`src/rtl/tag_issuer_if.sv`:
```
// Request/release/status bundle for the tag issuer.
// The master side drives requests and releases; the slave side returns slot state.
interface tag_issuer_if #(
  parameter int TAG_W = 16,
  parameter int LANES = 8
);
  logic                   req_a;
  logic [2:0]             lane_a;
  logic                   req_b;
  logic [2:0]             lane_b;
  logic                   rel_vld;
  logic                   rel_port;
  logic [2:0]             rel_lane;
  logic [LANES-1:0]       vlda;
  logic [LANES-1:0]       vldb;
  logic [LANES*TAG_W-1:0] taga;
  logic [LANES*TAG_W-1:0] tagb;
  logic                   gnt_a;
  logic                   gnt_b;
  logic [4:0]             live_cnt;

  modport master (
    output req_a, lane_a, req_b, lane_b, rel_vld, rel_port, rel_lane,
    input  vlda, vldb, taga, tagb, gnt_a, gnt_b, live_cnt
  );

  modport slave (
    input  req_a, lane_a, req_b, lane_b, rel_vld, rel_port, rel_lane,
    output vlda, vldb, taga, tagb, gnt_a, gnt_b, live_cnt
  );
endinterface

```
`src/rtl/tag_issuer.sv`:
```
// Issues tags to two ports x LANES slots so that no two live tags are ever equal.
// Port A has priority; a candidate that clashes with a live tag is skipped, not retried.
module tag_issuer #(
  parameter int TAG_W = 16,
  parameter int LANES = 8
) (
  input  logic        clk,
  input  logic        rst,
  tag_issuer_if.slave bus
);
  logic [LANES-1:0] r_vlda;
  logic [LANES-1:0] r_vldb;
  logic [TAG_W-1:0] r_taga [LANES];
  logic [TAG_W-1:0] r_tagb [LANES];
  logic [TAG_W-1:0] r_next_tag;
  logic             r_gnt_a;
  logic             r_gnt_b;
  logic [4:0]       r_live_cnt;

  logic [TAG_W-1:0] w_cand0;
  logic [TAG_W-1:0] w_cand1;
  logic [TAG_W-1:0] w_cand_b;
  logic [TAG_W-1:0] w_next_tag;
  logic             w_hit0;
  logic             w_hit1;
  logic             w_hit_b;
  logic             w_use_a;
  logic             w_use_b;
  logic             w_gnt_a;
  logic             w_gnt_b;
  logic [1:0]       w_adv;
  logic [LANES-1:0] w_vlda_nxt;
  logic [LANES-1:0] w_vldb_nxt;
  logic [4:0]       w_live_nxt;

  assign w_cand0 = r_next_tag;
  assign w_cand1 = r_next_tag + {{(TAG_W-1){1'b0}}, 1'b1};

  // Both candidates are compared against every live slot, both ports.
  always_comb begin
    w_hit0 = 1'b0;
    w_hit1 = 1'b0;
    for (int i = 0; i < LANES; i++) begin
      if (r_vlda[i] && (r_taga[i] == w_cand0)) w_hit0 = 1'b1;
      if (r_vldb[i] && (r_tagb[i] == w_cand0)) w_hit0 = 1'b1;
      if (r_vlda[i] && (r_taga[i] == w_cand1)) w_hit1 = 1'b1;
      if (r_vldb[i] && (r_tagb[i] == w_cand1)) w_hit1 = 1'b1;
    end
  end

  assign w_use_a  = bus.req_a && !r_vlda[bus.lane_a];
  assign w_gnt_a  = w_use_a && !w_hit0;
  assign w_cand_b = w_gnt_a ? w_cand1 : w_cand0;
  assign w_hit_b  = w_gnt_a ? w_hit1 : w_hit0;
  assign w_use_b  = bus.req_b && !r_vldb[bus.lane_b];
  assign w_gnt_b  = w_use_b && !w_hit_b;

  // A request on a free lane consumes its candidate even when the tag clashes.
  always_comb begin
    w_adv = 2'd0;
    if (w_use_a) begin
      w_adv = (w_use_b && w_gnt_a) ? 2'd2 : 2'd1;
    end else if (w_use_b) begin
      w_adv = 2'd1;
    end
  end

  assign w_next_tag = r_next_tag + {{(TAG_W-2){1'b0}}, w_adv};

  // A grant needs a clear slot and a release only touches a set one, so they never collide.
  always_comb begin
    w_vlda_nxt = r_vlda;
    w_vldb_nxt = r_vldb;
    if (bus.rel_vld) begin
      if (bus.rel_port) w_vldb_nxt[bus.rel_lane] = 1'b0;
      else              w_vlda_nxt[bus.rel_lane] = 1'b0;
    end
    if (w_gnt_a) w_vlda_nxt[bus.lane_a] = 1'b1;
    if (w_gnt_b) w_vldb_nxt[bus.lane_b] = 1'b1;
  end

  always_comb begin
    w_live_nxt = 5'd0;
    for (int i = 0; i < LANES; i++) begin
      w_live_nxt = w_live_nxt + {4'd0, w_vlda_nxt[i]} + {4'd0, w_vldb_nxt[i]};
    end
  end

  always_ff @(posedge clk or posedge rst) begin
    if (rst) begin
      r_vlda     <= '0;
      r_vldb     <= '0;
      r_next_tag <= '0;
      r_gnt_a    <= 1'b0;
      r_gnt_b    <= 1'b0;
      r_live_cnt <= 5'd0;
      for (int i = 0; i < LANES; i++) begin
        r_taga[i] <= '0;
        r_tagb[i] <= '0;
      end
    end else begin
      r_vlda     <= w_vlda_nxt;
      r_vldb     <= w_vldb_nxt;
      r_next_tag <= w_next_tag;
      r_gnt_a    <= w_gnt_a;
      r_gnt_b    <= w_gnt_b;
      r_live_cnt <= w_live_nxt;
      if (w_gnt_a) r_taga[bus.lane_a] <= w_cand0;
      if (w_gnt_b) r_tagb[bus.lane_b] <= w_cand_b;
    end
  end

  assign bus.vlda     = r_vlda;
  assign bus.vldb     = r_vldb;
  assign bus.gnt_a    = r_gnt_a;
  assign bus.gnt_b    = r_gnt_b;
  assign bus.live_cnt = r_live_cnt;

  for (genvar g = 0; g < LANES; g++) begin : g_pack
    assign bus.taga[g*TAG_W +: TAG_W] = r_taga[g];
    assign bus.tagb[g*TAG_W +: TAG_W] = r_tagb[g];
  end
endmodule

```
`src/flat_wrapper.sv`:
```
// flat-port wrapper written by rule: the top's interface ports become plain ports
module tag_issuer_flat 
#(
  parameter int TAG_W = 16,
  parameter int LANES = 8
)
  (clk, rst, bus_req_a, bus_lane_a, bus_req_b, bus_lane_b, bus_rel_vld, bus_rel_port, bus_rel_lane, bus_vlda, bus_vldb, bus_taga, bus_tagb, bus_gnt_a, bus_gnt_b, bus_live_cnt);
  tag_issuer_if #(.TAG_W(TAG_W), .LANES(LANES)) bus_i ();
  input  logic clk;
  input  logic rst;
  input wire logic [$bits(bus_i.req_a)-1:0] bus_req_a;
  input wire logic [$bits(bus_i.lane_a)-1:0] bus_lane_a;
  input wire logic [$bits(bus_i.req_b)-1:0] bus_req_b;
  input wire logic [$bits(bus_i.lane_b)-1:0] bus_lane_b;
  input wire logic [$bits(bus_i.rel_vld)-1:0] bus_rel_vld;
  input wire logic [$bits(bus_i.rel_port)-1:0] bus_rel_port;
  input wire logic [$bits(bus_i.rel_lane)-1:0] bus_rel_lane;
  output wire logic [$bits(bus_i.vlda)-1:0] bus_vlda;
  output wire logic [$bits(bus_i.vldb)-1:0] bus_vldb;
  output wire logic [$bits(bus_i.taga)-1:0] bus_taga;
  output wire logic [$bits(bus_i.tagb)-1:0] bus_tagb;
  output wire logic [$bits(bus_i.gnt_a)-1:0] bus_gnt_a;
  output wire logic [$bits(bus_i.gnt_b)-1:0] bus_gnt_b;
  output wire logic [$bits(bus_i.live_cnt)-1:0] bus_live_cnt;
  assign bus_i.req_a = bus_req_a;
  assign bus_i.lane_a = bus_lane_a;
  assign bus_i.req_b = bus_req_b;
  assign bus_i.lane_b = bus_lane_b;
  assign bus_i.rel_vld = bus_rel_vld;
  assign bus_i.rel_port = bus_rel_port;
  assign bus_i.rel_lane = bus_rel_lane;
  assign bus_vlda = bus_i.vlda;
  assign bus_vldb = bus_i.vldb;
  assign bus_taga = bus_i.taga;
  assign bus_tagb = bus_i.tagb;
  assign bus_gnt_a = bus_i.gnt_a;
  assign bus_gnt_b = bus_i.gnt_b;
  assign bus_live_cnt = bus_i.live_cnt;
  tag_issuer #(.TAG_W(TAG_W), .LANES(LANES)) u_core (.clk(clk), .rst(rst), .bus(bus_i));
endmodule
```
`config.mk`:
```
export PLATFORM = sky130hd
export DESIGN_NAME = tag_issuer_flat
export DESIGN_NICKNAME = d
export VERILOG_FILES = /design/src/rtl/tag_issuer_if.sv /design/src/rtl/tag_issuer.sv /design/src/flat_wrapper.sv
export SDC_FILE = /design/constraint.sdc
export NUM_CORES = 1
export LEC_CHECK = 0
export CAP_MARGIN = 30
export CORE_ASPECT_RATIO = 0.8
export CORE_UTILIZATION = 55
export CTS_CLUSTER_DIAMETER = 40
export DETAILED_ROUTE_END_ITERATION = 16
export PLACE_DENSITY = 0.8
export SYNTH_ARGS = -nofsm -noshare
export SYNTH_HDL_FRONTEND = slang
export SYNTH_SLANG_ARGS = --single-unit
```
`constraint.sdc`:
```
create_clock -name clk -period 12.81 [get_ports clk]
set_input_delay 2.562 -clock clk [delete_from_list [all_inputs] [get_ports clk]]
set_output_delay 2.562 -clock clk [all_outputs]
set_load 0.05 [all_outputs]
```
; ---- After elaboration in Yosys (flattened, before gate mapping)
; Index checks and enable logic that the tools add are counted.
[totals]
word_cells = 193
register_bits = 295
output_inout_bits = 279
input_bits = 15
[classes]
mux = 59
bitwise = 7
n_reduce_logical = 46
addsub = 17
eq_ne = 32
order_cmp = 10
[ops]
columns = op, count
row1 = $eq A16 B16 Y1, 32
row2 = $bwmux W128, 2
row3 = $demux W16 S3, 2
row4 = $add A5 B1 Y5, 14
row5 = $mux W16, 3
row6 = $mux W8, 6
row7 = $logic_and A1 B1 Y1, 42
row8 = $mux W1, 39
row9 = $add A16 B1 Y16 const B, 1
row10 = $add A16 B2 Y16, 1
row11 = $and A8 B8 Y8, 2
row12 = $or A8 B8 Y8, 2
row13 = $lt A3 B4 Y1 const B, 3
row14 = $demux W1 S3, 3
row15 = $ge A3 B1 Y1 const B, 3
row16 = $ge A4 B4 Y1 const B, 2
row17 = $lt A4 B1 Y1 const B, 2
row18 = $not A3 Y4, 2
row19 = $not A8 Y8, 1
row20 = $bmux W1 S3, 2
row21 = $logic_not A1 Y1, 4
row22 = $mux W2, 2
row23 = $add A1 B1 Y2, 1

; ---- Depth between registers and ports, before layout
[depth]
word_depth = 39
ltp_mapped = 28

; ---- Worst setup path before layout
; Ideal clock, no wire load.
[synth_timing]
path_type = input to register
from = input bus_lane_a[1]
to = register u_core.r_live_cnt[4] (netlist: u_core.bus.live_cnt[4])
t_arrival_ps = 8313
setup_time_ps = 119
n_path_buf = 3
path_slack_ps = 4377
required_time_ps = 12691
cell_stages = 21
cell_sequence = clkbuf_1 -> mux4_2 -> nand2b_1 -> and3_1 -> clkbuf_1 -> nand2_1 -> nor4b_2 -> buf_2 -> nand2b_1 -> inv_1 -> fa_1 -> inv_1 -> fa_1 -> fa_1 -> inv_1 -> fa_1 -> inv_1 -> fa_1 -> fa_1 -> a21oi_1 -> nor2b_1
[synth_via]
elab_cells_between_ends = 31
cone_classes = 15 x add/sub / 2 x order compare / 7 x mux / 1 x bitwise / 6 x reduce/logical
[synth_lines]
columns = element, line
row1 = "start, declared", flat_wrapper.sv:12  ; input wire logic [$bits(bus_i.lane_a)-1:0] bus_lane_a;
row2 = "$lt A3 B4 Y1 (implied by the code), or another cell as far along", tag_issuer.sv:78  ; if (w_gnt_a) w_vlda_nxt[bus.lane_a] = 1'b1;
row3 = $logic_and A1 B1 Y1 (implied by the code) / $mux W1 (equally long branches), "tag_issuer.sv:78, tag_issuer.sv:51"
row4 = $mux W1 (implied by the code) / $logic_not A1 Y1 (equally long branches), "tag_issuer.sv:78, tag_issuer.sv:51"
row5 = $demux W1 S3 / $logic_and A1 B1 Y1 (equally long branches), n/a
row6 = $or A8 B8 Y8 (no source line) / $logic_and A1 B1 Y1 (equally long branches), n/a
row7 = $mux W8 *, tag_issuer.sv:78
row8 = named net u_core.w_vlda_nxt[2], tag_issuer.sv:32  ; logic [LANES-1:0] w_vlda_nxt;
row9 = $add A5 B1 Y5 * (12 in a row), tag_issuer.sv:85  ; w_live_nxt = w_live_nxt + {4'd0, w_vlda_nxt[i]} + {4'd0, w_vldb_nxt[i]};
row10 = named net u_core.w_live_nxt[4], tag_issuer.sv:34  ; logic [4:0] w_live_nxt;
row11 = "end signal, assigned", tag_issuer.sv:107  ; r_live_cnt <= w_live_nxt;
row12 = "end, declared", tag_issuer.sv:18  ; logic [4:0] r_live_cnt;
; Mark *: on every way through the listed nets, which the timed path passes. The rest lies on a longest branch. The select of a mux whose other input is x is not followed.
; A chain may end at the register's enable or synchronous reset.

; ---- Worst setup path after layout
[layout_timing]
from = register u_core.r_next_tag[4]
to = register u_core.r_live_cnt[4] (netlist: u_core.bus.live_cnt[4])
[layout_via]
elab_chain_cells = 39
elab_cells_between_ends = 119
cone_classes = 16 x add/sub / 32 x eq/ne / 35 x mux / 36 x reduce/logical
[layout_lines]
columns = element, line
row1 = "start, declared", tag_issuer.sv:15  ; logic [TAG_W-1:0] r_next_tag;
row2 = "start signal, assigned", tag_issuer.sv:104  ; r_next_tag <= w_next_tag;
row3 = "parallel branches: the longest is 20 deep, another holds $add A16 B1 Y16", n/a
row4 = $mux W1 *, tag_issuer.sv:54  ; assign w_hit_b = w_gnt_a ? w_hit1 : w_hit0;
row5 = $logic_not A1 Y1 *, tag_issuer.sv:56  ; assign w_gnt_b = w_use_b && !w_hit_b;
row6 = $logic_and A1 B1 Y1 *, tag_issuer.sv:56
row7 = $mux W8 *, tag_issuer.sv:79  ; if (w_gnt_b) w_vldb_nxt[bus.lane_b] = 1'b1;
row8 = named net u_core.w_vldb_nxt[0], tag_issuer.sv:33  ; logic [LANES-1:0] w_vldb_nxt;
row9 = $add A1 B1 Y2 *, tag_issuer.sv:85
row10 = $add A5 B1 Y5 * (14 in a row), tag_issuer.sv:85
row11 = named net u_core.w_live_nxt[4], tag_issuer.sv:34
; Mark *: on every way through the listed nets, which the timed path passes.

==> out/summary.md <==
Run status
- run status: complete, no violations

Floorplanning
- number of rows in the core area: 62
- Starting Density: 56.47%
- floorplan die area: 37,980 µm²
- width of the die: 217.6 µm
- # IOs: 294
- height of the chip: 174.5 µm
- Std-Cell Core Area: 36,230 µm²

Global routing
- global-route wire length before repair: 131,000 µm
- number of antenna violations at the first check in global routing: 8
- aggregate global routing overflow: 0
- overall track demand over capacity in global routing: 48.62%
- largest net degree at the start of global routing: 163
- via count of the first global-routing pass: 17,361

Worst setup path
- reg-to-reg endpoint: u_core.bus.live_cnt[4]$_DFF_PP0_
- critical path's largest stage delay: 0.99 ns
- slowest stage cell, crit path: sky130_fd_sc_hd__nor3_4
- Reg2Reg Depth: 25
- worst endpoint data arrival time: 9.73 ns
- Buf+Inv Stages, Crit Path: 6
- Worst Setup End Kind: flop
- Critical Path Most Common Cell: sky130_fd_sc_hd__fa_1
- startpoint of the lowest-slack register-to-register path: u_core.r_next_tag[4]$_DFF_PP0_
- Setup CP Type: reg -> reg
- critical path depth: 25
- maximum fanout encountered on the critical timing path: 26
- element type at the critical path start: flop
- setup slack of the worst register-to-register path: 3.53 ns
- Req. time, crit path: 13.27 ns
- cell family with the largest share of critical-path delay: adder cells

Power
- Max rail drop VDD: 460.8 µV
- power consumption: 8217 µW
- Pwr per Cell Area: 324.3 nW/µm²
- static leakage: 0.01040 µW

Worst hold path
- type of the tightest min-delay check: reg -> reg
- hold path startpoint: u_core.bus.taga[48]$_DFFE_PP0P_
- destination of the worst hold path: u_core.bus.taga[48]$_DFFE_PP0P_
- Worst Hold Path Cells: 1

STA
- final worst path period need: 9.275 ns
- tightest hold margin: 0.5632 ns
- setup TNS: 0 ns
- tightest slew margin relative to the limit: 23.83%
- setup clock skew after layout: 0.02746 ns
- Hold Fails Final Rpt: 0
- worst setup slack after layout: 3.535 ns
- fmax: 107.8 MHz
- # setup viols final: 0
- transition time at the pin with the least slew margin: 1.132 ns
- max-slew violation count: 0
- unrepaired setup endpoints after global routing: no
- Period Utilization, post-route: 72.41%

Cells and area
- sequential cell area in the final layout: 7396 µm²
- Filler Cell Count: 2,585
- multi-input gate area in the final layout: 12,380 µm²
- fraction of layout cells with a size suffix above 1: 19.51%
- total number of nets in the final design: 2,163
- synth-to-layout area growth: 23.87%

Yosys
- number of enable flip-flop cells after synthesis: 0
- Synth top cells by count: 313 x sky130_fd_sc_hd__xnor2_1, 295 x sky130_fd_sc_hd__dfrtp_1, 215 x sky130_fd_sc_hd__mux2_2
- post-synthesis instance area: 20,460 µm²
- leading cell types by total area after synthesis: sky130_fd_sc_hd__dfrtp_1 36%, sky130_fd_sc_hd__xnor2_1 13%, sky130_fd_sc_hd__mux2_2 12%
- number of warnings issued by yosys: 0
- sequential cell area fraction in the yosys report: 36.09%
- post-synth top area cell: sky130_fd_sc_hd__dfrtp_1
- Post-Synthesis Cells: 1,868
- synthesized netlist net count: 1,902
- Yosys top cell area share: 36.09%
- proportion of register bits with asynchronous set or reset after synthesis: 100.0%
- Mapped Avg Cell Area: 10.95 µm²
- synthesis-stage register bit count: 295
- Netlist cell types: 87
- Synth Flop Type: sky130_fd_sc_hd__dfrtp_1
- most repeated cell in the gate-level netlist after synthesis: sky130_fd_sc_hd__xnor2_1

Route
- vias per std cell: 6.909
- DRT antenna net count: 0
- number of vias in the routed layout: 18,282
- number of iterations in the first detailed-routing pass: 6
- post-detailed-route DRC marker count: 0
- drt first-iter violations: 2,979
- routed wirelength normalized by instance count: 35.45 µm
- WL final: 93,790 µm

Clock tree
- clock-pin slew reported for the worst setup and hold paths after clock tree synthesis: 0.07 ns
- Setup Fix Bufs, Post-CTS: 0
- insertion delay of the later-clocked pin in the worst-skew pair: 0.57 ns
- TritonCTS clock tree: yes
- TritonCTS Sinks: 295
- H-tree depth reported by CTS: 2
- CTS buffer count: 42
- Hold-fix buffers, CTS: 0
- Clock Tree Root: sky130_fd_sc_hd__clkbuf_16
- deepest clock path buffer count: 3
- cts repair resizes: 0

Place
- post-place setup slack: 3.260 ns
- Port Buffer Count: 293
- half-perimeter wire length after detailed placement: 68,490 µm
- routability-driven placement congestion ratio: 1.066

Job
- reported max-cap violation count: 0

## cell families after synthesis
logic type	after synthesis	synth area share [%]
xor gates and xnor gates	498	24.19
and+or+nand+nor	436	12.77
DFF	295	36.09
muxes	261	14.97
AOI/OAI and AO/OA	193	6.740
buffers and inverters	166	3.676
adders and majority gates	19	1.566
## flip-flops by register name (all words and copies together), names as in the netlist
name / count
u_core.bus.vldb: 8
u_core.bus.tagb: 128
u_core.bus.taga: 128
u_core.bus.gnt_a: 1
u_core.bus.vlda: 8
u_core.bus.gnt_b: 1
u_core.r_next_tag: 16
u_core.bus.live_cnt: 5
## per-layer routing
metal | track usage (%) | wire length [µm] | vias up | part of all wire [%]
met1 | 70.92 | 37960 | 9136 | 40
met4 | 8.597 | 2142 | 6 | 2.3
met2 | 66.06 | 37490 | 1749 | 40
li1 | - | - | 7178 | -
met5 | 0 | 59 | - | 0.063
met3 | 21.94 | 16140 | 213 | 17
## power breakdown
part | switching (µW) | internal, µW
Clock | 514 | 694
Sequential | 740 | 1250
Combinational | 3180 | 1840
## stage by stage
stage	cells	area [µm²]	util, %
after floorplan	1868	20460	-
after global placement	2556	23790	65.67
after detailed placement	2562	23840	65.80
after CTS	2640	25290	69.81
after global routing	2643	25330	69.92
final	2646	25340	69.95
## worst reg2reg max path: cells and delay by family, from the launching register on
| kind | cells | cell delay, ns |
|---|---|---|
| and+or+nand+nor | 7 | 2.79 |
| adders and majority gates | 7 | 3.20 |
| xor gates and xnor gates | 2 | 0.73 |
| AOI/OAI and AO/OA | 3 | 0.75 |
| buffers and inverters | 6 | 0.97 |
| DFF | 1 | 0.73 |
## cells in the final DEF, fill, tap and decap left out, drive strengths merged, types with 25 or more instances in the layout
master / instances
dfrtp: 295
xor2: 142
clkdlybuf4s50: 293
mux2: 250
nor2: 66
nor4: 49
buf: 50
inv: 47
o21ai: 47
a21oi: 25
clkbuf: 50
nand3: 52
nand2: 70
xnor3: 41
xnor2: 314
nor3: 35
nand4: 55
## cell type report
cell class	instances	share of cell area [%]
clock inverters	29	1.328
inverters	39	0.6073
multi-input cells	1407	48.86
clock buffers	49	4.414
diodes	3	0.02963
repair buffers	344	13.20
flip-flops and latches	295	29.19
well taps	480	2.370
## worst max path at each step
stage	start	endpoint	slack (ns)
floorplan	rst	u_core.bus.gnt_a$_DFF_PP0_	2.10
global placement	bus_lane_a[1]	u_core.bus.live_cnt[4]$_DFF_PP0_	3.57
detailed placement	bus_lane_b[1]	u_core.bus.live_cnt[4]$_DFF_PP0_	3.26
CTS	u_core.r_next_tag[4]$_DFF_PP0_	u_core.bus.live_cnt[4]$_DFF_PP0_	3.81
global route	u_core.r_next_tag[4]$_DFF_PP0_	u_core.bus.live_cnt[4]$_DFF_PP0_	3.37
finish	u_core.r_next_tag[4]$_DFF_PP0_	u_core.bus.live_cnt[4]$_DFF_PP0_	3.53
Power figures use the tool's default switching activity.
==> edit, RTL diff (same flow settings) <==
Make the reset (`rst`) synchronous in one clocked block.
--- a/src/rtl/tag_issuer.sv
+++ b/src/rtl/tag_issuer.sv
@@ -86,7 +86,7 @@
     end
   end
 
-  always_ff @(posedge clk or posedge rst) begin
+  always_ff @(posedge clk) begin
     if (rst) begin
       r_vlda     <= '0;
       r_vldb     <= '0;
Check against the original RTL: not equivalent (a bounded check fails within 4 cycles, from zero or initial values and one cycle with rst high; the reset may be asserted at any time).
==> edit against the original RTL <==
- cell count increased by 3.0%
- critical path type unchanged
- highest routed layer is now met4
- sequential cell count stayed put
- count of clock-buffer cells in the layout decreased by 4
- final area decreased by 5.6%
- fmax up 4.2%
- wire length down 12%
- worst setup slack improved by 370 ps
- synthesized area shrank 6.0%
Power is not compared: it rests on default switching activity, and its combinational part moved more than twofold at a synthesized area within 25%.
==> edit: results (changes against the original RTL) <==
| Metric | Value |
|---|---|
| Status | `completed` |
| Worst reg2reg endpoint | `u_core.bus.live_cnt[4]` |
| EDFF count, synth | `256 (+256)` |
| WHS Endpoint | `u_core.bus.vlda[2]` |
| Path depth of the worst reg2reg path | `26 (+4.0%)` |
| Antenna violations before repair | `0 (-8)` |
| CTS buffer count | `39 (-7.1%)` |
| Post-synthesis async set-or-reset flop share | `0% (-100 points)` |
| Worst Path Arrival | `9290 ps (-440 ps)` |
| DP Wirelength | `59800 microns (-13%)` |
| Share of layout cells above drive strength 1 | `7.61% (-12 points)` |
| Leak | `0.00834 uW` |
| Worst hold start | `u_core.bus.vlda[2]` |
| Inserted Diodes | `0 (-3)` |
| Synth cell count leaders | `nor2_1 (341), xnor2_1 (257), edfxtp_1 (256)` |
| Area after DPL | `22600 sq um (-5.3%)` |
| Total global routing track utilization | `45.3% (-3.4 points)` |
| Syn_area_per_cell | `9.77 sq um (-11%)` |
| Net Count, Synth | `2002 (+5.3%)` |
| Clk_skew | `33.4 ps (+5.89 ps)` |
| Filler cell count | `2558 (-1.0%)` |
| Synth area leaders | `edfxtp_1 (40%), xnor2_1 (12%), xor2_1 (8.2%)` |
| GPL Wtd Cong | `1.08 (+1.0%)` |
| Worst Tran Pin Value | `1130 ps (-1.78 ps)` |
| Seq/Total Area, Yosys | `44.0% (+7.9 points)` |
| Post-Place Cells | `2654 (+3.6%)` |
| Global-route wire length before repair | `116000 microns (-11%)` |
| DR vias/cell | `6.61 (-4.4%)` |
| Post-CTS sizing | `0 (unchanged)` |
| Vias in the first global route | `16900 (-2.5%)` |
| Via Count | `18000 (-1.5%)` |
| Design area | `23900 sq um (-5.6%)` |
| Hold Crit Depth | `2 (+1)` |
| R2R setup slack | `3910 ps (+370 ps)` |
| Starting DRT DRC Count | `2961 (-0.60%)` |
| Nets | `2265 (+4.7%)` |
| Top flop regs | `u_core.r_taga (128), u_core.r_tagb (128), u_core.r_next_tag (16)` |
| Routed wire length | `82100 microns (-12%)` |
edit: cell count changes in the layout (fill, tap and decap cells not counted), sizes merged, moves of 19 or more:
| cell | before | now |
|---|---|---|
| o21ai | 47 | 74 |
| dfxtp | 0 | 39 |
| xor2 | 142 | 179 |
| nand2 | 70 | 105 |
| dfrtp | 295 | 0 |
| mux2 | 250 | 6 |
| xnor3 | 41 | 0 |
| xnor2 | 314 | 257 |
| edfxtp | 0 | 256 |
| a21oi | 25 | 44 |
| nand2b | 17 | 48 |
| nor2 | 66 | 343 |
edit: cell families after synthesis:
logic type	synth area share, %
simple gates	19.9
xor+xnor	19.9
flops	44.0
compound gates	9.24
buf+inv	4.01
mux	1.24
fa+ha+maj	1.77
edit: per-layer routing:
metal  global-route usage [%]  share of wire, %  vias to the layer above
li1                         -                 -                     7435
met2                     65.6                42                     1606
met1                     62.8                39                     8712
met4                     17.2               4.1                        0
met5                        0                 0                        -
met3                     14.7                15                      247
edit: through the flow:
| step | setup WS (ps) | hold WS, ps |
|---|---|---|
| floorplan | 4880 | 583 |
| global placement | 3810 | 611 |
| detailed placement | 3650 | 616 |
| CTS | 4200 | 631 |
| global route | 3670 | 675 |
| finish | 3910 | 679 |
edit: final cells by class:
| cell class | count | share of cell area [%] |
|---|---|---|
| Sequential cell | 295 | 35.5 |
| Inverter | 34 | 0.534 |
| Tap cell | 465 | 2.43 |
| Timing Repair Buffer | 350 | 14.2 |
| Clock buffer | 45 | 4.44 |
| Clock inverter | 25 | 1.10 |
| Multi-Input combinational cell | 1511 | 41.8 |
edit: worst max-delay path by stage:
stage | endpoint | depth (start not counted) | slack, ps
CTS | u_core.bus.live_cnt[3] | 26 | 4200
global route | u_core.bus.live_cnt[4] | 27 | 3670
finish | u_core.bus.live_cnt[4] | 26 | 3910
global placement | u_core.bus.live_cnt[3] | 23 | 3810
floorplan | u_core.bus.live_cnt[3] | 23 | 4880
detailed placement | u_core.bus.live_cnt[3] | 24 | 3650
edit: critical path, stage by stage, from the launching register on:
cell and delay [ps]:
dfxtp_2 690, buf_4 430, nand4_2 450, nor2_1 890, or4b_1 210, o221ai_1 100
mux2_1 300, a32oi_1 430, nand4_1 430, nor3_4 910, o21bai_4 190, o21ai_0 200
ha_1 140, inv_1 50, fa_1 530, inv_1 50, fa_1 530, inv_1 60
fa_1 500, fa_1 540, inv_1 60, fa_1 450, inv_1 90, fa_1 200
inv_1 50, a21oi_1 150, nor3b_1 70
edit: where the power goes:
part	switching [uW]	internal [uW]	leakage (uW)	total [uW]
clock network	472	635	0.000633	1110
logic	424	198	0.00475	622
registers	61.9	1090	0.00295	1150
